<file path="src/rtl/ble_cmd_wrapper_pkg.sv">
// rtl/ble_cmd_wrapper_pkg.sv - shared types and constants for the BLE command link
package ble_cmd_wrapper_pkg;

    localparam int DEFAULT_CLKS_PER_BIT = 2604;
    localparam logic [7:0] COMM_COMPLETE = 8'hA5;

    typedef enum logic {WAIT_HI, WAIT_LO} rx_state_t;
    typedef enum logic {TX_IDLE, TX_SHIFT} tx_state_t;
    typedef enum logic {RXC_IDLE, RXC_BUSY} rx_core_state_t;

endpackage

</file>
<file path="src/rtl/ble_cmd_wrapper_if.sv">
// rtl/ble_cmd_wrapper_if.sv - command/response handshake bundle between link and command processor
interface ble_cmd_wrapper_if;

    logic [15:0] cmd;
    logic        cmd_rdy;
    logic        clr_cmd_rdy;
    logic [7:0]  resp;
    logic        trmt;
    logic        tx_done;

    modport master (input cmd, cmd_rdy, tx_done, output clr_cmd_rdy, resp, trmt);
    modport slave  (output cmd, cmd_rdy, tx_done, input clr_cmd_rdy, resp, trmt);

endinterface

</file>
<file path="src/rtl/ble_cmd_wrapper_uart_rx_core.sv">
// rtl/ble_cmd_wrapper_uart_rx_core.sv - UART receiver: synchronizer, bit timer, shift register
module uart_rx_core
    import ble_cmd_wrapper_pkg::*;
#(
    parameter int CLKS_PER_BIT = DEFAULT_CLKS_PER_BIT
) (
    input  logic       clk,
    input  logic       rst,
    input  logic       rx,
    output logic [7:0] rx_byte,
    output logic       rx_good,
    output logic       rx_ferr,
    output logic       rx_start
);

    localparam int CW = $clog2(CLKS_PER_BIT + 1);
    localparam logic [CW-1:0] HALF = CW'(CLKS_PER_BIT / 2);
    localparam logic [CW-1:0] FULL = CW'(CLKS_PER_BIT);

    logic           rx_meta_q, rx_sync_q, rx_prev_q;
    rx_core_state_t state_q, state_d;
    logic [CW-1:0]  cnt_q, cnt_d;
    logic [3:0]     bit_q, bit_d;
    logic [7:0]     shreg_q, shreg_d;
    logic           good_q, good_d;
    logic           ferr_q, ferr_d;

    // Double-flop the asynchronous pin and keep one more stage for edge detection
    always_ff @(posedge clk) begin
        if (rst) begin
            rx_meta_q <= 1'b1;
            rx_sync_q <= 1'b1;
            rx_prev_q <= 1'b1;
        end else begin
            rx_meta_q <= rx;
            rx_sync_q <= rx_meta_q;
            rx_prev_q <= rx_sync_q;
        end
    end

    // Frame FSM: half-bit first load centres every later sample in its bit
    always_comb begin
        state_d  = state_q;
        cnt_d    = cnt_q;
        bit_d    = bit_q;
        shreg_d  = shreg_q;
        good_d   = 1'b0;
        ferr_d   = 1'b0;
        rx_start = 1'b0;
        case (state_q)
            RXC_IDLE: begin
                if (!rx_sync_q && rx_prev_q) begin
                    rx_start = 1'b1;
                    cnt_d    = HALF;
                    bit_d    = 4'd0;
                    state_d  = RXC_BUSY;
                end
            end
            RXC_BUSY: begin
                if (cnt_q == CW'(1)) begin
                    cnt_d = FULL;
                    bit_d = bit_q + 4'd1;
                    if (bit_q == 4'd0) begin
                        // a start bit that reads high was only a glitch
                        if (rx_sync_q) state_d = RXC_IDLE;
                    end else if (bit_q == 4'd9) begin
                        state_d = RXC_IDLE;
                        good_d  = rx_sync_q;
                        ferr_d  = !rx_sync_q;
                    end else begin
                        shreg_d = {rx_sync_q, shreg_q[7:1]};
                    end
                end else begin
                    cnt_d = cnt_q - CW'(1);
                end
            end
            default: state_d = RXC_IDLE;
        endcase
    end

    // Frame state registers
    always_ff @(posedge clk) begin
        if (rst) begin
            state_q <= RXC_IDLE;
            cnt_q   <= '0;
            bit_q   <= 4'd0;
            shreg_q <= 8'h00;
            good_q  <= 1'b0;
            ferr_q  <= 1'b0;
        end else begin
            state_q <= state_d;
            cnt_q   <= cnt_d;
            bit_q   <= bit_d;
            shreg_q <= shreg_d;
            good_q  <= good_d;
            ferr_q  <= ferr_d;
        end
    end

    assign rx_byte = shreg_q;
    assign rx_good = good_q;
    assign rx_ferr = ferr_q;

endmodule

</file>
<file path="src/rtl/ble_cmd_wrapper.sv">
// rtl/ble_cmd_wrapper.sv - two-byte command receiver and one-byte response transmitter
module ble_cmd_wrapper
    import ble_cmd_wrapper_pkg::*;
#(
    parameter int CLKS_PER_BIT = DEFAULT_CLKS_PER_BIT
) (
    input  logic                clk,
    input  logic                rst,
    input  logic                RX,
    output logic                TX,
    ble_cmd_wrapper_if.slave    bus
);

    localparam int CW = $clog2(CLKS_PER_BIT + 1);
    localparam logic [CW-1:0] TX_RELOAD = CW'(CLKS_PER_BIT - 1);

    logic [7:0] rx_byte;
    logic       rx_good, rx_ferr, rx_start;

    uart_rx_core #(.CLKS_PER_BIT(CLKS_PER_BIT)) u_rx (
        .clk      (clk),
        .rst      (rst),
        .rx       (RX),
        .rx_byte  (rx_byte),
        .rx_good  (rx_good),
        .rx_ferr  (rx_ferr),
        .rx_start (rx_start)
    );

    rx_state_t     state_q, state_d;
    logic [7:0]    hi_q, hi_d;
    logic [15:0]   cmd_q, cmd_d;
    logic          cmd_rdy_q, cmd_rdy_d;
    tx_state_t     tx_state_q, tx_state_d;
    logic [9:0]    tx_shreg_q, tx_shreg_d;
    logic [CW-1:0] tx_cnt_q, tx_cnt_d;
    logic [3:0]    tx_bit_q, tx_bit_d;
    logic          tx_done_q, tx_done_d;

    // Byte pairing: a framing error drops any partial command; setting cmd_rdy beats clearing it
    always_comb begin
        state_d   = state_q;
        hi_d      = hi_q;
        cmd_d     = cmd_q;
        cmd_rdy_d = cmd_rdy_q;
        if (clr_cond()) cmd_rdy_d = 1'b0;
        if (rx_ferr) begin
            state_d = WAIT_HI;
        end else if (rx_good) begin
            if (state_q == WAIT_HI) begin
                hi_d    = rx_byte;
                state_d = WAIT_LO;
            end else begin
                cmd_d     = {hi_q, rx_byte};
                cmd_rdy_d = 1'b1;
                state_d   = WAIT_HI;
            end
        end
    end

    function automatic logic clr_cond();
        return bus.clr_cmd_rdy || (rx_start && (state_q == WAIT_HI));
    endfunction

    // Response serializer: idle shifter holds all ones so TX rests high
    always_comb begin
        tx_state_d = tx_state_q;
        tx_shreg_d = tx_shreg_q;
        tx_cnt_d   = tx_cnt_q;
        tx_bit_d   = tx_bit_q;
        tx_done_d  = tx_done_q;
        case (tx_state_q)
            TX_IDLE: begin
                if (bus.trmt) begin
                    tx_shreg_d = {1'b1, bus.resp, 1'b0};
                    tx_cnt_d   = TX_RELOAD;
                    tx_bit_d   = 4'd0;
                    tx_done_d  = 1'b0;
                    tx_state_d = TX_SHIFT;
                end
            end
            TX_SHIFT: begin
                if (tx_cnt_q == '0) begin
                    tx_shreg_d = {1'b1, tx_shreg_q[9:1]};
                    tx_cnt_d   = TX_RELOAD;
                    tx_bit_d   = tx_bit_q + 4'd1;
                    if (tx_bit_q == 4'd9) begin
                        tx_done_d  = 1'b1;
                        tx_state_d = TX_IDLE;
                    end
                end else begin
                    tx_cnt_d = tx_cnt_q - CW'(1);
                end
            end
            default: tx_state_d = TX_IDLE;
        endcase
    end

    // Command and response state registers
    always_ff @(posedge clk) begin
        if (rst) begin
            state_q    <= WAIT_HI;
            hi_q       <= 8'h00;
            cmd_q      <= 16'h0000;
            cmd_rdy_q  <= 1'b0;
            tx_state_q <= TX_IDLE;
            tx_shreg_q <= '1;
            tx_cnt_q   <= '0;
            tx_bit_q   <= 4'd0;
            tx_done_q  <= 1'b0;
        end else begin
            state_q    <= state_d;
            hi_q       <= hi_d;
            cmd_q      <= cmd_d;
            cmd_rdy_q  <= cmd_rdy_d;
            tx_state_q <= tx_state_d;
            tx_shreg_q <= tx_shreg_d;
            tx_cnt_q   <= tx_cnt_d;
            tx_bit_q   <= tx_bit_d;
            tx_done_q  <= tx_done_d;
        end
    end

    assign TX          = tx_shreg_q[0];
    assign bus.cmd     = cmd_q;
    assign bus.cmd_rdy = cmd_rdy_q;
    assign bus.tx_done = tx_done_q;

endmodule
</file>
<file path="src/flat_wrapper.sv">
// flat-port wrapper written by rule: the top's interface ports become plain ports
module ble_cmd_wrapper_flat import ble_cmd_wrapper_pkg::*;
#(
    parameter int CLKS_PER_BIT = DEFAULT_CLKS_PER_BIT
)
  (clk, rst, RX, TX, bus_cmd, bus_cmd_rdy, bus_tx_done, bus_clr_cmd_rdy, bus_resp, bus_trmt);
  ble_cmd_wrapper_if bus_i ();
  input  logic clk;
  input  logic rst;
  input  logic RX;
  output logic TX;
  output wire logic [$bits(bus_i.cmd)-1:0] bus_cmd;
  output wire logic [$bits(bus_i.cmd_rdy)-1:0] bus_cmd_rdy;
  output wire logic [$bits(bus_i.tx_done)-1:0] bus_tx_done;
  input wire logic [$bits(bus_i.clr_cmd_rdy)-1:0] bus_clr_cmd_rdy;
  input wire logic [$bits(bus_i.resp)-1:0] bus_resp;
  input wire logic [$bits(bus_i.trmt)-1:0] bus_trmt;
  assign bus_cmd = bus_i.cmd;
  assign bus_cmd_rdy = bus_i.cmd_rdy;
  assign bus_tx_done = bus_i.tx_done;
  assign bus_i.clr_cmd_rdy = bus_clr_cmd_rdy;
  assign bus_i.resp = bus_resp;
  assign bus_i.trmt = bus_trmt;
  ble_cmd_wrapper #(.CLKS_PER_BIT(CLKS_PER_BIT)) u_core (.clk(clk), .rst(rst), .RX(RX), .TX(TX), .bus(bus_i));
endmodule
</file>
<file path="config.mk">
export PLATFORM = sky130hd
export DESIGN_NAME = ble_cmd_wrapper_flat
export DESIGN_NICKNAME = d
export VERILOG_FILES = /design/src/rtl/ble_cmd_wrapper_pkg.sv /design/src/rtl/ble_cmd_wrapper_if.sv /design/src/rtl/ble_cmd_wrapper_uart_rx_core.sv /design/src/rtl/ble_cmd_wrapper.sv /design/src/flat_wrapper.sv
export SDC_FILE = /design/constraint.sdc
export NUM_CORES = 1
export LEC_CHECK = 0
export ABC_CLOCK_PERIOD_IN_PS = 2200
export CAP_MARGIN = 10
export CORE_MARGIN = 4
export CORE_UTILIZATION = 25
export DETAILED_ROUTE_END_ITERATION = 7
export PLACE_DENSITY = 0.4
export SLEW_MARGIN = 20
export SYNTH_ARGS = -nofsm -noshare
export SYNTH_HDL_FRONTEND = slang
export SYNTH_SLANG_ARGS = --single-unit
</file>
<file path="constraint.sdc">
create_clock -name clk -period 2.2 [get_ports clk]
set_input_delay 0.66 -clock clk [delete_from_list [all_inputs] [get_ports clk]]
set_output_delay 0.66 -clock clk [all_outputs]
set_load 0.01 [all_outputs]
</file>
==> impl_metrics.json <==
{
  "status": "complete, no violations",
  "p_per_area_mw_per_mm2": 789,
  "cp-end-kind": "flop",
  "synth-xor-area-share_pct": 1.65,
  "leakagePower_nw": 1.66,
  "hpwl_mm": 6.15,
  "drv_cap": 0,
  "grt.overflow.total": 0,
  "final_nets": 487,
  "coreArea_mm2": 0.0146,
  "clk_path_buf_depth": 2,
  "hold_violations": 0,
  "critPathRequiredTime_ns": 2.44,
  "syn_area_per_cell_um2": 8.78,
  "setup_viol": 0,
  "rsz0062_at_grt": "false",
  "p_clk_share_pct": 42.7,
  "layout_common_cells": "dfxtp_1, nand2_1, a21oi_1",
  "place_ws_ns": -0.0339,
  "intPower_w": 0.00269,
  "yosysWarnings": 0,
  "worstSkewPairLatency_ns": 0.34,
  "cts.reportedPaths.clkPinSlew_ns": 0.07,
  "finalWirelength_mm": 8.81,
  "vias": 3097,
  "finalWorstPathRequiredPeriod_ns": 2.01,
  "slew_viol_final": 0,
  "ys_async_sr_fraction_pct": 0,
  "boundaryPins": 32,
  "via_per_inst": 4.74,
  "die_x_um": 130,
  "ys_ff_latch": 83,
  "gp_congestion": 0.739,
  "final_common_cell": "dfxtp_1",
  "yosysUniqueCellTypes": 57,
  "fp.dieH_um": 130,
  "synth_edf_count": 0,
  "cts_resized": 0,
  "hp-class": "flop to flop",
  "cts_tree": "done",
  "initial_utilization_pct": 25.5,
  "synth_compound_area_share_pct": 14.6,
  "vdd_drop_max_uv": 322,
  "cts_setup_buffers": 0,
  "netlist_area_mm2": 0.00372,
  "p_comb_share_pct": 13.7,
  "synthSimpleGateAreaFrac_pct": 26.3,
  "postCtsHoldBufs": 0,
  "setup_ws_ns": 0.191,
  "grt_pass1_wl_mm": 15.0,
  "cts_buffers": 9,
  "criticalPathCategory": "flop to flop",
  "dieArea_mm2": 0.0169,
  "switchingPower_w": 0.00101,
  "synth_cells": 424,
  "synth_flop_cell": "dfxtp_1",
  "drt_iter0_drc": 157,
  "syn_nets": 446,
  "diodes": 0,
  "tightestPinTransition_ns": 0.725,
  "p_sw_share_pct": 27.2,
  "drt_pass1_iterations": 4,
  "critPathMaxFanout": 10,
  "grt_max_degree": 45,
  "seq_power_share_pct": 43.7,
  "antenna_found_initial": 0,
  "grt_usage_pct": 11.0,
  "synth_top_family_by_area": "simple AND/OR/NAND/NOR gates",
  "critPathLaunchType": "flop",
  "regArea_mm2": 0.00166,
  "ant_nets": 0,
  "multi_input_area_mm2": 0.00191,
  "worstPathArrival_ns": 2.25,
  "wire_per_inst_um": 13.5,
  "ys_seq_area_share_pct": 44.6,
  "num-fill-cells": 1526,
  "fmax_mhz": 498,
  "port_buffers": 31,
  "synth_fa_ha_area_share_pct": 3.02,
  "grt_pass1_vias": 3099,
  "p_total_w": 0.00370,
  "relSlewSlack_pct": 51.2,
  "final.setup_skew_ns": 0.00892,
  "syn2layout_area_growth_pct": 25.8,
  "drive_above_1_share_pct": 12.6,
  "synthMuxAreaShare_pct": 5.41,
  "post-route-period-util_pct": 91.3,
  "rows": 44,
  "cts_sinks": 83,
  "ctsRootBufferMaster": "clkbuf_16",
  "cts-htree-levels": 3,
  "route.detailed.drc": 0
}
[metal layers]
layer  up-vias  part of all wire (%)  wire length (um)  global-route usage (%)
li1       1599                     -                 -                       -
met1      1453                    53              4630                    15.3
met2        33                    43              3800                    16.2
met3        12                   2.4               213                    2.70
met4         0                   1.9               166                    4.89
met5         -                     0                 0                       0
[power groups by stage]
stage          clock (W)  sequential [W]  combinational, W
2_1_floorplan          0         0.00163          0.000345
3_3_place_gp           0         0.00165          0.000506
3_5_place_dp           0         0.00165          0.000502
4_1_cts          0.00164         0.00161          0.000505
5_1_grt          0.00170         0.00162          0.000561
6_report         0.00158         0.00161          0.000505
[cell usage after synthesis, types with 2 or more instances]
library cell	instances	share of area (%)
a2111oi_0	7	1.6
a211oi_1	10	2.0
a21oi_1	35	4.7
a2bb2oi_1	2	0.47
a31oi_1	4	0.67
and3_1	2	0.34
and3b_1	2	0.47
buf_1	5	0.50
buf_6	2	0.60
clkbuf_1	20	2.0
dfxtp_1	83	45
ha_1	9	3.0
inv_1	11	1.1
mux2i_1	19	5.1
nand2_1	55	5.5
nand2b_1	2	0.34
nand3_1	17	2.3
nand3b_1	7	1.4
nand4b_1	3	0.71
nor2_1	32	3.2
nor2b_1	12	2.0
nor3_1	18	2.4
nor3b_1	5	1.0
nor4_1	10	1.7
o21ai_0	8	1.1
or2_2	4	0.67
or3_1	4	0.67
or3b_2	2	0.47
xnor2_1	5	1.2
xor2_1	2	0.47
[logic make-up after synthesis]
logic type                 after synthesis
and+or+nand+nor                        186
DFF                                     83
AOI/OAI and AO/OA                       80
buffers and inverters                   39
muxes                                   20
adders and majority gates                9
xor gates and xnor gates                 7
[path summary, 6_finish.rpt]
| kind | slack [ns] | endpoint | cells past startpoint | from |
|---|---|---|---|---|
| setup / recovery | 0.19 | u_core.tx_cnt_q[8]$_SDFFE_PP0P_ | 6 | u_core.tx_cnt_q[1]$_SDFFE_PP0P_ |
| hold / removal | 0.41 | u_core.u_rx.rx_sync_q$_SDFF_PP1_ | 1 | u_core.u_rx.rx_meta_q$_SDFF_PP1_ |
| setup reg to reg | 0.19 | u_core.tx_cnt_q[8]$_SDFFE_PP0P_ | 6 | u_core.tx_cnt_q[1]$_SDFFE_PP0P_ |
| hold reg to reg | 0.41 | u_core.u_rx.rx_sync_q$_SDFF_PP1_ | 1 | u_core.u_rx.rx_meta_q$_SDFF_PP1_ |
[stage by stage]
step | area (um2) | hold WS [ns] | utilization [%] | TNS [ns] | instances
after floorplan | 3720 | 0.389 | - | 0 | 424
after global placement | 4370 | 0.400 | 29.9 | 0 | 638
after detailed placement | 4370 | 0.392 | 29.9 | -0.0339 | 638
after CTS | 4670 | 0.409 | 32.0 | 0 | 654
after global routing | 4680 | 0.449 | 32.1 | 0 | 654
final | 4680 | 0.408 | 32.1 | 0 | 654
[state kept, by name (all words and copies together) (netlist names), 4 cells and up]
register             cells
u_core.u_rx.rx_byte      8
u_core.bus.cmd          16
u_core.tx_shreg_q        9
u_core.u_rx.bit_q        4
u_core.u_rx.cnt_q       12
u_core.tx_cnt_q         12
u_core.tx_bit_q          4
u_core.hi_q              8
[worst max-delay path, stage by stage, from the launching register on]
cell and delay [ns]:
dfxtp_1 0.33, inv_1 0.08, ha_1 0.16, or4b_4 0.52, o41ai_4 0.56, nor2_2 0.07, and3b_1 0.19
[cell type report]
type / instances / share of cell area (%)
repair buffers: 58 / 11.4
multi-input cells: 302 / 40.8
well taps: 184 / 4.91
flip-flops and latches: 83 / 35.5
clock buffers: 9 / 4.81
inverters: 11 / 0.881
clock inverters: 7 / 1.76
(Power assumes the default switching activity.)
